## config.mk

```make
export PLATFORM = sky130hd
export DESIGN_NAME = ppe_weight_loader
export DESIGN_NICKNAME = d
export VERILOG_FILES = /design/src/rtl/pm_pkg.sv /design/src/rtl/pkt_decode.sv /design/src/rtl/ppe_weight_loader.sv
export SDC_FILE = /design/constraint.sdc
export NUM_CORES = 1
export LEC_CHECK = 0
export CAP_MARGIN = 15
export CORE_MARGIN = 2
export CORE_UTILIZATION = 50
export CTS_CLUSTER_SIZE = 10
export DETAILED_ROUTE_END_ITERATION = 8
export GPL_TIMING_DRIVEN = 0
export PLACE_DENSITY = 0.86
export SYNTH_ARGS = -nofsm -noshare
export SYNTH_HDL_FRONTEND = slang
export SYNTH_SLANG_ARGS = --single-unit
export TNS_END_PERCENT = 50
```

## constraint.sdc

```tcl
create_clock -name clk -period 2.65 [get_ports clk]
set_input_delay 0.3975 -clock clk [delete_from_list [all_inputs] [get_ports clk]]
set_output_delay 0.3975 -clock clk [all_outputs]
set_load 0.02 [all_outputs]
```

## src/rtl/pm_pkg.sv

```systemverilog
// Shared PPE-side packet definitions: field positions, opcodes, weight geometry
// and the weight-loader state encoding.
package pm_pkg;

   localparam int PKT_W     = 33;
   localparam int ADDR_MSB  = 32;
   localparam int ADDR_LSB  = 29;
   localparam int OP_MSB    = 28;
   localparam int OP_LSB    = 25;
   localparam int DATA_MSB  = 24;
   localparam int DATA_LSB  = 0;

   localparam logic [3:0] OP_WEIGHT  = 4'd0;
   localparam logic [3:0] OP_TS_DONE = 4'd15;

   localparam int WEIGHT_WIDTH = 8;
   localparam int NUM_W        = 5;
   localparam int ROW_W        = WEIGHT_WIDTH * NUM_W;

   typedef logic [PKT_W-1:0] pkt_t;

   typedef enum logic [1:0] {
      S_FIRST  = 2'd0,
      S_SECOND = 2'd1,
      S_FULL   = 2'd2
   } wl_state_t;

   // Assemble a packet from its fields; used by the memory/router side.
   function automatic pkt_t make_pkt(input logic [3:0] addr, input logic [3:0] op,
                                     input logic [DATA_MSB:DATA_LSB] data);
      return {addr, op, data};
   endfunction

endpackage

```

## src/rtl/pkt_decode.sv

```systemverilog
// Combinational router-packet field split and classification for a PPE receiver.
module pkt_decode
   import pm_pkg::*;
#(
   parameter logic [3:0] PE_ID = 4'd5
) (
   input  pkt_t                        pkt_i,
   output logic [DATA_MSB:DATA_LSB]    data_o,
   output logic                        addr_match_o,
   output logic                        is_weight_o,
   output logic                        is_ts_o,
   output logic                        is_bad_op_o
);

   logic [3:0] addr;
   logic [3:0] opcode;

   // Field split and opcode classification; address check is independent of opcode.
   always_comb begin
      addr         = pkt_i[ADDR_MSB:ADDR_LSB];
      opcode       = pkt_i[OP_MSB:OP_LSB];
      data_o       = pkt_i[DATA_MSB:DATA_LSB];
      addr_match_o = (addr == PE_ID);
      is_weight_o  = (opcode == OP_WEIGHT);
      is_ts_o      = (opcode == OP_TS_DONE);
      is_bad_op_o  = !is_weight_o && !is_ts_o;
   end

endmodule

```

## src/rtl/ppe_weight_loader.sv

```systemverilog
// PPE weight ingest: assembles two router packets into one 5-weight row and
// holds it for the MAC datapath until released.
//
// state    | meaning
// ---------+-----------------------------------------------------------
// S_FIRST  | waiting for packet carrying weights 0-2
// S_SECOND | weights 0-2 buffered, waiting for packet carrying weights 3-4
// S_FULL   | complete row presented on w_row, waiting for w_ack
module ppe_weight_loader
   import pm_pkg::*;
#(
   parameter logic [3:0] PE_ID = 4'd5
) (
   input  logic               clk,
   input  logic               rst_n,
   input  logic               pkt_valid,
   output logic               pkt_ready,
   input  logic [PKT_W-1:0]   pkt_data,
   output logic [ROW_W-1:0]   w_row,
   output logic               w_valid,
   input  logic               w_ack,
   output logic               ts_done,
   output logic               err_addr,
   output logic               err_op,
   output logic [7:0]         row_count
);

   wl_state_t                 state_q, state_d;
   logic [3*WEIGHT_WIDTH-1:0] lo_q, lo_d;
   logic [ROW_W-1:0]          row_q, row_d;
   logic                      ts_q, ts_d;
   logic                      err_addr_q, err_addr_d;
   logic                      err_op_q, err_op_d;
   logic [7:0]                cnt_q, cnt_d;

   logic [DATA_MSB:DATA_LSB]  dec_data;
   logic                      dec_addr_match;
   logic                      dec_is_weight;
   logic                      dec_is_ts;
   logic                      dec_is_bad_op;
   logic                      accept;
   logic                      unused_data_b24;

   pkt_decode #(.PE_ID(PE_ID)) u_dec (
      .pkt_i        (pkt_data),
      .data_o       (dec_data),
      .addr_match_o (dec_addr_match),
      .is_weight_o  (dec_is_weight),
      .is_ts_o      (dec_is_ts),
      .is_bad_op_o  (dec_is_bad_op)
   );

   // Data bit 24 carries nothing for weight or timestep packets.
   assign unused_data_b24 = dec_data[24];

   // Ready and row-valid are pure decodes of the state register.
   assign pkt_ready = (state_q != S_FULL);
   assign w_valid   = (state_q == S_FULL);
   assign accept    = pkt_valid && pkt_ready;

   assign w_row     = row_q;
   assign ts_done   = ts_q;
   assign err_addr  = err_addr_q;
   assign err_op    = err_op_q;
   assign row_count = cnt_q;

   // Next-state: packet classification, row assembly and release on ack.
   always_comb begin
      state_d    = state_q;
      lo_d       = lo_q;
      row_d      = row_q;
      ts_d       = 1'b0;
      err_addr_d = err_addr_q;
      err_op_d   = err_op_q;
      cnt_d      = cnt_q;

      if (accept) begin
         if (!dec_addr_match) begin
            err_addr_d = 1'b1;
         end else if (dec_is_weight) begin
            if (state_q == S_FIRST) begin
               lo_d    = dec_data[23:0];
               state_d = S_SECOND;
            end else begin
               // Whole row lands at once so w_row never shows a half-updated row.
               row_d   = {dec_data[15:0], lo_q};
               cnt_d   = cnt_q + 8'd1;
               state_d = S_FULL;
            end
         end else if (dec_is_ts) begin
            ts_d = 1'b1;
         end else if (dec_is_bad_op) begin
            err_op_d = 1'b1;
         end
      end

      if (state_q == S_FULL && w_ack) begin
         state_d = S_FIRST;
      end
   end

   // State and datapath registers; reset discards any partially loaded row.
   always_ff @(posedge clk or negedge rst_n) begin
      if (!rst_n) begin
         state_q    <= S_FIRST;
         lo_q       <= '0;
         row_q      <= '0;
         ts_q       <= 1'b0;
         err_addr_q <= 1'b0;
         err_op_q   <= 1'b0;
         cnt_q      <= 8'd0;
      end else begin
         state_q    <= state_d;
         lo_q       <= lo_d;
         row_q      <= row_d;
         ts_q       <= ts_d;
         err_addr_q <= err_addr_d;
         err_op_q   <= err_op_d;
         cnt_q      <= cnt_d;
      end
   end

endmodule
```

==> report_table.html <==
<table>
<tr><th>Metric</th><th>Value</th></tr>
<tr><th colspan="2">Detailed routing</th></tr>
<tr><td>Average vias per placed instance</td><td>5.08</td></tr>
<tr><td>Final routed wire length divided by cell count</td><td>16.6 um</td></tr>
<tr><td>Pre-antenna DRT Iters</td><td>4</td></tr>
<tr><td>Final WL</td><td>6130 um</td></tr>
<tr><td>Routed via count</td><td>1876</td></tr>
<tr><td>Remaining number of nets flagged by the antenna check after routing</td><td>0</td></tr>
<tr><td>DRC</td><td>0</td></tr>
<tr><td>Iter 0 DRT Violations</td><td>43</td></tr>
<tr><th colspan="2">Clocking</th></tr>
<tr><td>Buffer depth of the longest clock path</td><td>2</td></tr>
<tr><td>Buffer count from post-CTS setup fixing</td><td>0</td></tr>
<tr><td>Total number of H-tree levels</td><td>3</td></tr>
<tr><td># hold bufs at CTS</td><td>1</td></tr>
<tr><td>CTS sink cnt</td><td>77</td></tr>
<tr><td>Number of buffers created by CTS</td><td>9</td></tr>
<tr><td>Buffer cell driving the clock tree root</td><td>clkbuf_8</td></tr>
<tr><td>Post-CTS clock slew at the launch and capture registers of the worst setup and hold paths</td><td>0.07 ns</td></tr>
<tr><td>Clock Latency Late Sink</td><td>0.33 ns</td></tr>
<tr><td>Clock tree from TritonCTS</td><td>built</td></tr>
<tr><td>CTS resizes</td><td>0</td></tr>
<tr><th colspan="2">Status</th></tr>
<tr><td>Status</td><td>finished, final reports clean</td></tr>
<tr><th colspan="2">Floorplanning</th></tr>
<tr><td>Die height</td><td>82.0 um</td></tr>
<tr><td>Number of top-level pins</td><td>90</td></tr>
<tr><td>Floorplan die area</td><td>0.00672 mm^2</td></tr>
<tr><td>Row count</td><td>28</td></tr>
<tr><td>Area of the core region</td><td>0.00589 mm^2</td></tr>
<tr><td>Starting density of the core</td><td>51.6%</td></tr>
<tr><td>X dimension of the die</td><td>82.0 um</td></tr>
<tr><th colspan="2">Pwr</th></tr>
<tr><td>Final total power</td><td>2.19 mW</td></tr>
<tr><td>P_leak</td><td>2.11 nW</td></tr>
<tr><td>Switch share</td><td>20.8%</td></tr>
<tr><td>P_int</td><td>1.73 mW</td></tr>
<tr><td>Flop pwr share</td><td>55.4%</td></tr>
<tr><td>Clock share of power</td><td>38.4%</td></tr>
<tr><td>Switching component of the power</td><td>456 uW</td></tr>
<tr><td>Peak supply drop</td><td>0.000363 V</td></tr>
<tr><td>Power per unit of standard cell area</td><td>518 mW/mm^2</td></tr>
<tr><td>Combinational share of power</td><td>6.3%</td></tr>
<tr><th colspan="2">Synthesis</th></tr>
<tr><td>Cell taking the most area after synthesis</td><td>dfrtp_1</td></tr>
<tr><td>Sequential fraction of the synthesis area</td><td>63.4%</td></tr>
<tr><td>Unique cell type count in the Yosys netlist</td><td>25</td></tr>
<tr><td>Post-Syn Nets</td><td>228</td></tr>
<tr><td>Synthesis-stage register bit count</td><td>77</td></tr>
<tr><td>Mean Syn Cell Area</td><td>16.0 um^2</td></tr>
<tr><td>Cells after synthesis</td><td>190</td></tr>
<tr><td>Cell area after synthesis</td><td>0.00304 mm^2</td></tr>
<tr><td>Share of the synthesized area in the top cell type</td><td>63.4%</td></tr>
<tr><td>Most area-consuming cells after synthesis</td><td>dfrtp_1, mux2_2, mux2_4, xor2_1, nand2_1</td></tr>
<tr><td>YS warnings</td><td>0</td></tr>
<tr><th colspan="2">Placement</th></tr>
<tr><td>Placed cell areas</td><td>0.00404 mm^2</td></tr>
<tr><td># placed instances</td><td>354</td></tr>
<tr><td>Total of buffers placed on input and output ports</td><td>88</td></tr>
<tr><td>Routability congestion estimate from global placement</td><td>0.716</td></tr>
<tr><td>Post-DP HPWL</td><td>4510 um</td></tr>
<tr><td>Placement Setup Slack</td><td>0.0756 ns</td></tr>
<tr><th colspan="2">Timing</th></tr>
<tr><td>Highest clock rate</td><td>0.450 GHz</td></tr>
<tr><td>Final worst setup slack</td><td>0.430 ns</td></tr>
<tr><td>Minimum period implied by the final worst setup slack</td><td>2.22 ns</td></tr>
<tr><td>RSZ-0062 raised after global routing</td><td>false</td></tr>
<tr><td>Finish-stage setup viols</td><td>0</td></tr>
<tr><td>Slew margin rel.</td><td>58.6%</td></tr>
<tr><td>Setup TNS</td><td>0 ns</td></tr>
<tr><td>Slew @ Worst Pin</td><td>0.622 ns</td></tr>
<tr><td>Final Max Tran Viols</td><td>0</td></tr>
<tr><td>Post-route clock period utilization</td><td>83.8%</td></tr>
<tr><td>Maximum clock skew at final layout</td><td>0.00870 ns</td></tr>
<tr><td>Final-report hold violation count</td><td>0</td></tr>
<tr><th colspan="2">Worst hold path</th></tr>
<tr><td>Hold WC Path Type</td><td>reg2reg</td></tr>
<tr><th colspan="2">Setup path</th></tr>
<tr><td>Kind of capture point of the worst setup path</td><td>register</td></tr>
<tr><td>Biggest fanout along the worst timing path</td><td>10</td></tr>
<tr><td>Worst EP arrival</td><td>2.44 ns</td></tr>
<tr><td>Worst Setup Start Kind</td><td>primary input</td></tr>
<tr><td>Category of the most critical setup path</td><td>in2reg</td></tr>
<tr><td>Critical path data required time</td><td>2.87 ns</td></tr>
<tr><th colspan="2">Layout</th></tr>
<tr><td>Post-route insts no fill</td><td>369</td></tr>
<tr><td>P&amp;R area growth vs syn</td><td>39.2%</td></tr>
<tr><td>Final net count</td><td>329</td></tr>
<tr><td>Antenna cells</td><td>0</td></tr>
<tr><td>Fraction of final layout cells with drive strength greater than 1</td><td>28.9%</td></tr>
<tr><td>FILL cells</td><td>418</td></tr>
<tr><td>Post-route design area</td><td>0.00423 mm^2</td></tr>
<tr><th colspan="2">GRT</th></tr>
<tr><td>Via count of the first global-routing pass</td><td>1926</td></tr>
<tr><td>First-pass GRT wire length</td><td>9650 um</td></tr>
<tr><td>Largest net degree at the start of global routing</td><td>63</td></tr>
<tr><td>Antenna violations before repair</td><td>0</td></tr>
<tr><td>Aggregate global routing overflow</td><td>0</td></tr>
<tr><td>Total global-route track usage</td><td>19.7%</td></tr>
<tr><th colspan="2">Run</th></tr>
<tr><td>Max-cap violations</td><td>0</td></tr>
</table>
worst max-delay path, cell delays in order:
cell,delay (ns)
clkdlybuf4s50_1,0.47
nor4_4,0.40
nand3_2,0.17
or3_1,0.32
buf_2,0.19
buf_6,0.18
mux2_4,0.31
power groups by stage:
stage	Sequential (mW)	Clock (mW)	Combinational [mW]
floorplan	1.24	0	0.0333
finish	1.21	0.840	0.138
detailed placement	1.23	0	0.140
CTS	1.21	0.857	0.141
global placement	1.23	0	0.131
global route	1.21	0.906	0.150
layer usage:
metal	part of all wire (%)	GRT usage, %	vias to the layer above
li1	-	-	873
met1	42	24.7	953
met2	54	33.5	40
met3	2.0	3.41	10
met4	1.7	8.83	0
met5	0	0	-
final cells by class:
type                       count  area (um^2)  area share [%]
multi-input combinational    102         1050            24.9
sequential                    77         1930            45.6
clock buffer                  12          145            3.43
clock inverter                 2         35.0           0.828
timing repair buffer          90          916            21.7
tap                           75         93.8            2.22
buffer                         7         42.5            1.01
inverter                       4         15.0           0.355
placed cells by master (no fill, tap or decap), types with 2 or more instances in the layout:
cell             instances
buf_6                    2
clkbuf_1                 6
clkbuf_8                10
clkdlybuf4s50_1         87
dfrtp_1                 77
inv_1                    4
mux2_2                  46
mux2_4                  19
nand2_1                  7
nand4_1                  4
nor2_1                   3
nor3_1                   4
xnor2_1                  3
xor2_1                   4
registers in the layout (all words and copies together) (netlist names):
name       count
err_addr       1
err_op         1
lo_q          24
row_count      8
state_q        2
ts_done        1
w_row         40
path summary, 6_finish.rpt:
check / slack [ns] / cells past startpoint / from / to
max in group asynchronous: 1.59 / 3 / rst_n / lo_q[11]
worst min register to register: 0.49 / 1 / row_count[7] / row_count[7]
worst max-delay path: 0.43 / 7 / pkt_data[26] / lo_q[21]
min in group asynchronous: 0.50 / 2 / rst_n / w_row[21]
worst min-delay path: 0.49 / 1 / row_count[7] / row_count[7]
worst max register to register: 0.88 / 3 / state_q[0] / row_count[1]
cells in the mapped netlist:
cell      instances
and3_1            1
and4bb_1          1
buf_2             1
buf_6             2
clkbuf_1          4
dfrtp_1          77
ha_1              1
inv_1             4
mux2_2           46
mux2_4           19
nand2_1           7
nand2b_1          1
nand3_1           1
nand3_2           1
nand4_1           4
nor2_1            3
nor3_1            4
nor4_4            1
nor4b_1           1
o21ai_0           1
o21bai_1          1
or2_2             1
or3_1             1
xnor2_1           3
xor2_1            4
cell families after synthesis:
family                     after synthesis  synth area share [%]
AOI/OAI and AO/OA                        2                 0.412
xor gates and xnor gates                 7                  2.02
adders and majority gates                1                 0.412
buffers and inverters                   11                  1.89
DFF                                     77                  63.4
muxes                                   65                  26.4
and+or+nand+nor                         27                  5.43
metrics by stage:
stage / hold WS [ns] / util (%)
after floorplan: 0.102 / -
after global placement: 0.456 / 68.2
after detailed placement: 0.283 / 68.6
after CTS: 0.472 / 71.9
after global routing: 0.497 / 71.9
final: 0.493 / 71.9
Note: power is estimated with default switching activity, not from simulation.
